===== src/rtl/pc_target_unit.sv =====
// Fetch PC owner: streams the fetch address, tracks fetched PCs two stages deep to execute,
// redirects fetch to the ALU-computed target and squashes the two wrong-path slots.
module pc_target_unit #(
  parameter int unsigned        REG_LEN  = 32,
  parameter logic [REG_LEN-1:0] PC_RESET = 32'h0000_0000,
  parameter int unsigned        PC_STEP  = 4
) (
  input  logic               clk,
  input  logic               rst,
  input  logic               stall,
  input  logic               jump_req,
  input  logic [REG_LEN-1:0] alu_out,
  output logic [REG_LEN-1:0] pc,
  output logic [REG_LEN-1:0] pc_ex,
  output logic               ex_valid,
  output logic [REG_LEN-1:0] pc_link,
  output logic               flush,
  output logic               misalign
);

  typedef enum logic {
    ST_RUN   = 1'b0,
    ST_FLUSH = 1'b1
  } state_e;

  localparam logic [REG_LEN-1:0] STEP = REG_LEN'(PC_STEP);

  state_e             state_q, state_d;
  logic [1:0]         cnt_q, cnt_d;
  logic [REG_LEN-1:0] pc_q, pc_d;
  logic [REG_LEN-1:0] hist1_q, hist1_d;
  logic [REG_LEN-1:0] hist0_q, hist0_d;
  logic               v1_q, v1_d;
  logic               v0_q, v0_d;
  logic               misalign_q, misalign_d;
  logic               accept_s;
  logic               unused_s;

  // Bit 0 of the target never matters: bit 1 flags misalignment, both are cleared in pc.
  assign unused_s = alu_out[0];

  // State register: every flop of the unit, reset synchronously.
  always_ff @(posedge clk) begin
    if (rst) begin
      state_q    <= ST_RUN;
      cnt_q      <= 2'd0;
      pc_q       <= PC_RESET;
      hist1_q    <= PC_RESET;
      hist0_q    <= PC_RESET;
      v1_q       <= 1'b0;
      v0_q       <= 1'b0;
      misalign_q <= 1'b0;
    end else begin
      state_q    <= state_d;
      cnt_q      <= cnt_d;
      pc_q       <= pc_d;
      hist1_q    <= hist1_d;
      hist0_q    <= hist0_d;
      v1_q       <= v1_d;
      v0_q       <= v0_d;
      misalign_q <= misalign_d;
    end
  end

  // Next-state logic: fetch advance, history shift, redirect and flush countdown.
  always_comb begin
    state_d    = state_q;
    cnt_d      = cnt_q;
    pc_d       = pc_q;
    hist1_d    = hist1_q;
    hist0_d    = hist0_q;
    v1_d       = v1_q;
    v0_d       = v0_q;
    misalign_d = 1'b0;
    accept_s   = !stall && jump_req && v0_q && (state_q == ST_RUN);
    if (stall) begin
      state_d = state_q;
    end else begin
      hist1_d = pc_q;
      hist0_d = hist1_q;
      v1_d    = 1'b1;
      v0_d    = v1_q;
      if (accept_s) begin
        pc_d       = {alu_out[REG_LEN-1:2], 2'b00};
        misalign_d = alu_out[1];
        v1_d       = 1'b0;
        v0_d       = 1'b0;
        state_d    = ST_FLUSH;
        cnt_d      = 2'd1;
      end else begin
        pc_d = pc_q + STEP;
        case (state_q)
          ST_RUN: begin
            state_d = ST_RUN;
          end
          ST_FLUSH: begin
            // Two unstalled flush cycles: cnt 1 -> 0, then back to RUN.
            if (cnt_q == 2'd1) begin
              cnt_d = 2'd0;
            end else begin
              state_d = ST_RUN;
            end
          end
          default: begin
            state_d = ST_RUN;
          end
        endcase
      end
    end
  end

  // Output logic: registered state exposed, link value derived from the execute PC.
  always_comb begin
    pc       = pc_q;
    pc_ex    = hist0_q;
    ex_valid = v0_q;
    flush    = (state_q == ST_FLUSH);
    misalign = misalign_q;
    pc_link  = hist0_q + STEP;
  end

endmodule

===== config.mk =====
export PLATFORM = sky130hd
export DESIGN_NAME = pc_target_unit
export DESIGN_NICKNAME = d
export VERILOG_FILES = /design/src/rtl/pc_target_unit.sv
export SDC_FILE = /design/constraint.sdc
export NUM_CORES = 1
export LEC_CHECK = 0
export ABC_AREA = 1
export BUFFER_PORTS_ARGS = -buffer_cell sky130_fd_sc_hd__buf_2
export CAP_MARGIN = 20
export CORE_MARGIN = 1.5
export CORE_UTILIZATION = 23
export CTS_BUF_LIST = sky130_fd_sc_hd__clkbuf_4
export CTS_CLUSTER_DIAMETER = 200
export DETAILED_ROUTE_END_ITERATION = 10
export PLACE_DENSITY = 0.4
export SLEW_MARGIN = 20
export SYNTH_ARGS = -nofsm -noshare
export SYNTH_HDL_FRONTEND = slang
export SYNTH_SLANG_ARGS = --single-unit

===== constraint.sdc =====
create_clock -name clk -period 2.3 [get_ports clk]
set_input_delay 0.115 -clock clk [delete_from_list [all_inputs] [get_ports clk]]
set_output_delay 0.115 -clock clk [all_outputs]
set_load 0.01 [all_outputs]

==> results of run 1 <==
## per-layer routing
layer | GRT usage [%] | up-vias | part of all wire, %
li1 | - | 2714 | -
met4 | 6.55 | 0 | 2.2
met1 | 22.1 | 2302 | 52
met3 | 1.82 | 16 | 4.0
met5 | 0 | - | 0
met2 | 22.7 | 127 | 42
## registers in the layout, indices dropped and copies added, names as in the netlist
| register | flops |
|---|---|
| v1_q | 1 |
| hist1_q | 30 |
| misalign | 1 |
| flush | 1 |
| ex_valid | 1 |
| cnt_q | 1 |
| pc | 30 |
| pc_ex | 30 |
## cells in the mapped netlist (2+ instances only)
cell type and count:
nand2_4 2, o21ai_0 45, nor3_1 15, inv_1 110, nor2_4 4, nand3_1 51
or2_2 5, nor2_2 8, xor2_1 27, dfxtp_1 95, ha_1 2, inv_2 4
a21oi_1 6, nor3_2 2, nand4_1 7, nor2_1 64, clkbuf_1 15, buf_4 6
nor4_1 2, o22ai_1 58, nand2_2 5, nand2_1 203, buf_2 9
## power by group through the flow
stage	Clock (W)	Combinational, W	Sequential (W)
floorplan	0	0.000118	0.00172
global placement	0	0.000202	0.00172
detailed placement	0	0.000202	0.00172
CTS	0.00109	0.000245	0.00169
global route	0.00114	0.000270	0.00169
finish	0.00103	0.000242	0.00169
## layout by cell type, fill, tap and decap left out, drive strengths merged
master | synthesis | final
conb | 1 | 6
nor4 | 2 | 2
o21bai | 1 | 1
diode | 0 | 1
nand3b | 1 | 1
nor3b | 1 | 1
nand4 | 7 | 7
o21ai | 45 | 45
inv | 114 | 115
and2 | 1 | 1
nand2 | 210 | 210
or2 | 6 | 6
nand3 | 53 | 53
buf | 15 | 133
clkinv | 0 | 3
clkbuf | 15 | 9
a21oi | 6 | 6
ha | 2 | 2
o22ai | 58 | 58
bufinv | 0 | 2
nor2 | 76 | 76
dfxtp | 95 | 95
nor3 | 17 | 17
dlygate4sd3 | 0 | 34
xor2 | 27 | 27
## final cells by class
cell class,count,area (µm²)
Fill cell,2436,14700
Multi-Input combinational cell,519,2600
Sequential cell,95,1920
Timing Repair Buffer,167,1030
Inverter,114,428
Tap cell,275,344
Clock inverter,6,85.1
Clock buffer,9,67.6
Antenna cell,1,2.50
## worst min path at each step
stage               endpoint  cells after the start
floorplan           ex_valid                      2
global placement       pc[2]                      3
detailed placement     pc[2]                      3
CTS                     v1_q                      4
global route          pc[12]                      4
finish                  v1_q                      4
## cell families (layout without fill, tap and decap cells)
family / after synthesis / count (layout) / share of synthesized area, %
other: 1 / 7 / 0.0748
AND/OR/NAND/NOR: 374 / 374 / 32.8
flip-flops: 95 / 95 / 38.0
AO/OA/AOI/OAI: 110 / 110 / 12.5
XOR/XNOR: 27 / 27 / 4.72
buffers and inverters: 144 / 296 / 11.5
adder cells (fa/ha/maj): 2 / 2 / 0.499
## critical path, stage by stage, from the launching register on
cell     delay [ns]
dfxtp_4        0.41
ha_1           0.21
nand2_2        0.08
nor2_2         0.16
inv_1          0.09
nor3_1         0.28
xor2_1         0.18
buf_2          0.15
## metrics by stage
| stage | total power [W] | instances | worst slack (ns) | util, % |
|---|---|---|---|---|
| global placement | 0.00193 | 1136 | 0.485 | 27.9 |
| finish | 0.00296 | 1186 | 0.174 | 30.5 |
| CTS | 0.00302 | 1185 | 0.0307 | 30.3 |
| detailed placement | 0.00193 | 1136 | 0.470 | 27.9 |
| global route | 0.00310 | 1186 | 0.00596 | 30.5 |
| floorplan | 0.00184 | 758 | 0.697 | - |
## repair_timing
action / CTS / global route
buffers inserted: 0 / 0
gates resized for setup: 3 / 17
endpoints found under the hold margin: 35 / 0
hold buffers: 34 / 0
endpoints found under the setup margin: 6 / 12
==> run metrics, run 1 <==
status finished, final reports clean; R2R Path End misalign; DP Area 5920 µm²; synthesized flop and latch total 95; switching share of power roughly a quarter; wire per inst about 15 µm; final setup violation count 0; GPL Wtd Cong a little under 0.9; layout cells sized above 1 21.6%; Tot GR Track Use 15.3%; R2R Path Start flush; crit path DAT roughly 2.0 ns; Synth-to-Final Area Change 29.3%; starting density of the core 23.6%; Post-Route WL 17300 µm; final std cell area, no fill ~6500 µm²; Fin. Hold Viols 0; H-tree depth 3; relative slew slack 42.3%; post-DP HPWL approximately 13000 µm; top-area cell type share of the netlist area between 30% and 40%; crit path max fanout 5; crit start category flop; DR iter-0 viols between 200 and 300; ANT nets after route 0; kind of critical path reg2out; Async SR Flop Fraction 0%; number of I/O pins 135; largest area contributor in the netlist dfxtp_1; largest net degree at the start of global routing 64; crit path capture type output pin; Synth cell types 31; CTS tree yes; # rows 53; CP startpoint pc_ex[3]; latest clock arrival within the worst-skew pair roughly 0.47 ns; post-detailed-route DRC marker count 0; vias post-DR 5159; netlist area before placement 5010 µm²; worst hold slack around 0.043 ns; die height 151 µm; clock buffers created by TritonCTS 9; net switching power around 0.00076 W; global-route wire length before repair roughly 26000 µm; clock group share of total power a little over a third; Max Fclk around 470 MHz; VDD IR-drop max between 0.15 and 0.2 mV; via/cell ratio 4.35; grt ovf 0; FF-to-FF setup slack between 0.4 and 0.5 ns; share of power burned in registers between 50% and 60%; Mean Syn Cell Area 6.65 µm²; largest cells by area after synthesis dfxtp_1 (38%), nand2_1 (15%), inv_1 (8.2%); EDFF count, synth 0; Pwr Density 457 nW/µm²; worst path required time about 2.2 ns; IO Port Bufs 127; Mapped Cells around 750; clock root cell clkbuf_4; Synth Flop Type dfxtp_1; vias in the first global route 4696; setup TNS 0 ns; Final Max Tran Viols 0; hold_sp stall; initial antenna violation count 1; fin crit share about 90%; Internal between 0.002 and 0.0025 W; Setup crit end pc_link[22]; Die Width about 150 µm; Clock Tree Buf Depth 2; Worst-path clk slew ~0.16 ns; Comb pwr share between 8 and 9%; Hold WC Path Type in2reg; RSZ-0062 raised after global routing no; cell count of the worst reg-to-reg path 4; YS warnings 0; die area 22700 µm²; Sink Count 95; core region area ~21000 µm²; leak pwr between 2 and 3 nW; Pre-antenna DRT Iters 4; register area share after synthesis between 30% and 40%; max cap viols 0; clk_skew roughly 0.014 ns; actual slew at the worst max-slew pin approximately 0.86 ns; # nets final 944; Period minus WS final around 2.1 ns
No activity file was read; power rests on OpenSTA's default activity.
==> run 2, diff against run 1 <==
--- a/config.mk
+++ b/config.mk
@@ -9,11 +9,11 @@
 export BUFFER_PORTS_ARGS = -buffer_cell sky130_fd_sc_hd__buf_2
 export CAP_MARGIN = 20
 export CORE_MARGIN = 1.5
-export CORE_UTILIZATION = 23
+export CORE_UTILIZATION = 40
 export CTS_BUF_LIST = sky130_fd_sc_hd__clkbuf_4
 export CTS_CLUSTER_DIAMETER = 200
 export DETAILED_ROUTE_END_ITERATION = 10
-export PLACE_DENSITY = 0.4
+export PLACE_DENSITY = 0.63
 export SLEW_MARGIN = 20
 export SYNTH_ARGS = -nofsm -noshare
 export SYNTH_HDL_FRONTEND = slang
==> run 2 against run 1 <==
Effect of this change: sequential power about the same; global-route usage up 7.3 points; clock skew rose by 0.0057 ns; cell count decreased by 9.0%; setup slack improved by 0.0062 ns; critical endpoint is now pc_link[30].
==> run metrics, run 2 (same netlist as run 1, synthesis figures left out) <==
clk_skew 0.0200 ns (+0.00571 ns); wire per inst 13.4 µm (-8.5%); Pre-antenna DRT Iters 5 (+1); via/cell ratio 4.82 (+11%); Worst-path clk slew 0.16 ns (about the same); Final Worst Setup Slack 0.180 ns (+0.00620 ns); Final Max Tran Viols 0 (unchanged); Period minus WS final 2.12 ns (-0.00620 ns); die height 115 µm (-24%); final setup violation count 0 (unchanged); number of setup buffers added after CTS 0 (unchanged); vias in the first global route 4780 (+1.8%); latest clock arrival within the worst-skew pair 0.46 ns (about the same); grt ovf 0 (unchanged); Post-Route WL 14400 µm (-17%); CTS tree yes; relative slew slack 58.6% (+16 points); Synth-to-Final Area Change 26.1%; crit path max fanout 6 (+1); Pwr Density 449 nW/µm² (-1.7%); n_diodes 0 (-1); DR iter-0 viols 324 (+15%); fin crit share 92.2% (-0.27 points); Sink Count 95 (unchanged); crit start category flop; die area 13200 µm² (-42%); leak pwr 2.73 nW (-0.54%); Tot GR Track Use 22.6% (+7.3 points); # rows 40 (-25%); IO Port Bufs 127 (unchanged); clock root cell clkbuf_4; crit path DAT 2.00 ns (about the same); Fin. Hold Viols 0 (unchanged); GPL Wtd Cong 0.907 (+4.0%); number of I/O pins 135 (unchanged); max cap viols 0 (unchanged); setup TNS 0 ns (unchanged); worst hold slack 0.0236 ns (-0.0192 ns); RSZ-0062 raised after global routing no; ANT nets after route 0 (unchanged); Hold WC Path Type in2reg; post-detailed-route DRC marker count 0 (unchanged); global-route wire length before repair 23400 µm (-10%); worst path required time 2.18 ns (about the same); Max Fclk 472 MHz (+0.29%); vias post-DR 5197 (+0.74%); most frequent cells in the layout nand2_1 (203), buf_2 (127), inv_1 (110); clock buffers created by TritonCTS 9 (unchanged); kind of critical path reg2out; Clock Tree Buf Depth 2 (unchanged); post-DP HPWL 10700 µm (-18%); largest net degree at the start of global routing 64 (unchanged); actual slew at the worst max-slew pin 0.621 ns (-0.242 ns); starting density of the core 41.4% (+18 points); VDD IR-drop max 0.240 mV (+36%); crit path capture type output pin; status finished, final reports clean; initial antenna violation count 0 (-1); layout cells sized above 1 21.1% (-0.57 points); most common cell after layout, fill and taps aside nand2_1; # nets final 945 (+0.11%); Die Width 115 µm (-24%); core region area 12100 µm² (-43%); dpl ws 0.482 ns (+0.0125 ns); H-tree depth 3 (unchanged)
==> run 2: cell type report <==
type	instances	area [µm²]
Fill cell	1262	5790
Multi-Input combinational cell	519	2590
Sequential cell	95	1910
Timing Repair Buffer	168	1040
Inverter	114	428
Tap cell	168	210
Clock inverter	6	71.3
Clock buffer	9	67.6
==> run 2: metal layers <==
layer	track usage, %	part of all wire [%]	vias to the layer above
li1	-	-	2717
met1	31.7	49	2280
met2	35.5	43	178
met3	2.90	5.5	22
met4	8.40	2.3	0
met5	0	0	-
==> run 2: report_power, final <==
group          internal [W]  switching [W]
Combinational      0.000108       0.000129
Clock              0.000333       0.000584
Sequential          0.00166      0.0000211
Total               0.00211       0.000734
==> run 2: stage by stage <==
stage	power, W	area (µm²)	util (%)	std cells
floorplan	0.00184	5030	-	758
global placement	0.00191	5790	47.8	1030
detailed placement	0.00191	5790	47.8	1030
CTS	0.00287	6280	51.9	1079
global route	0.00296	6320	52.2	1079
finish	0.00284	6320	52.2	1079
==> run 2: path summary, 6_finish.rpt <==
check                           cells after the start           to  slack [ns]         from
worst max-delay path                                7  pc_link[30]        0.18    pc_ex[21]
worst min-delay path                                4       pc[12]        0.02  alu_out[12]
worst max register to register                      6     misalign        0.47     ex_valid
worst min register to register                      2     ex_valid        0.48         v1_q
==> run 2: worst max-delay path, stage by stage, from the launching register on <==
cell	delay [ns]
dfxtp_1	0.56
nand2_1	0.09
nor3_1	0.28
nand2_1	0.16
nor2_1	0.13
nand2_1	0.06
xor2_1	0.13
buf_2	0.13
==> run 2: what timing repair did <==
item / in CTS / in global routing
cloned: 0 / 0
hold endpoints to repair: 35 / 0
pin swaps: 0 / 0
gates resized for setup: 2 / 11
hold buffers: 34 / 0
endpoints found under the setup margin: 2 / 8
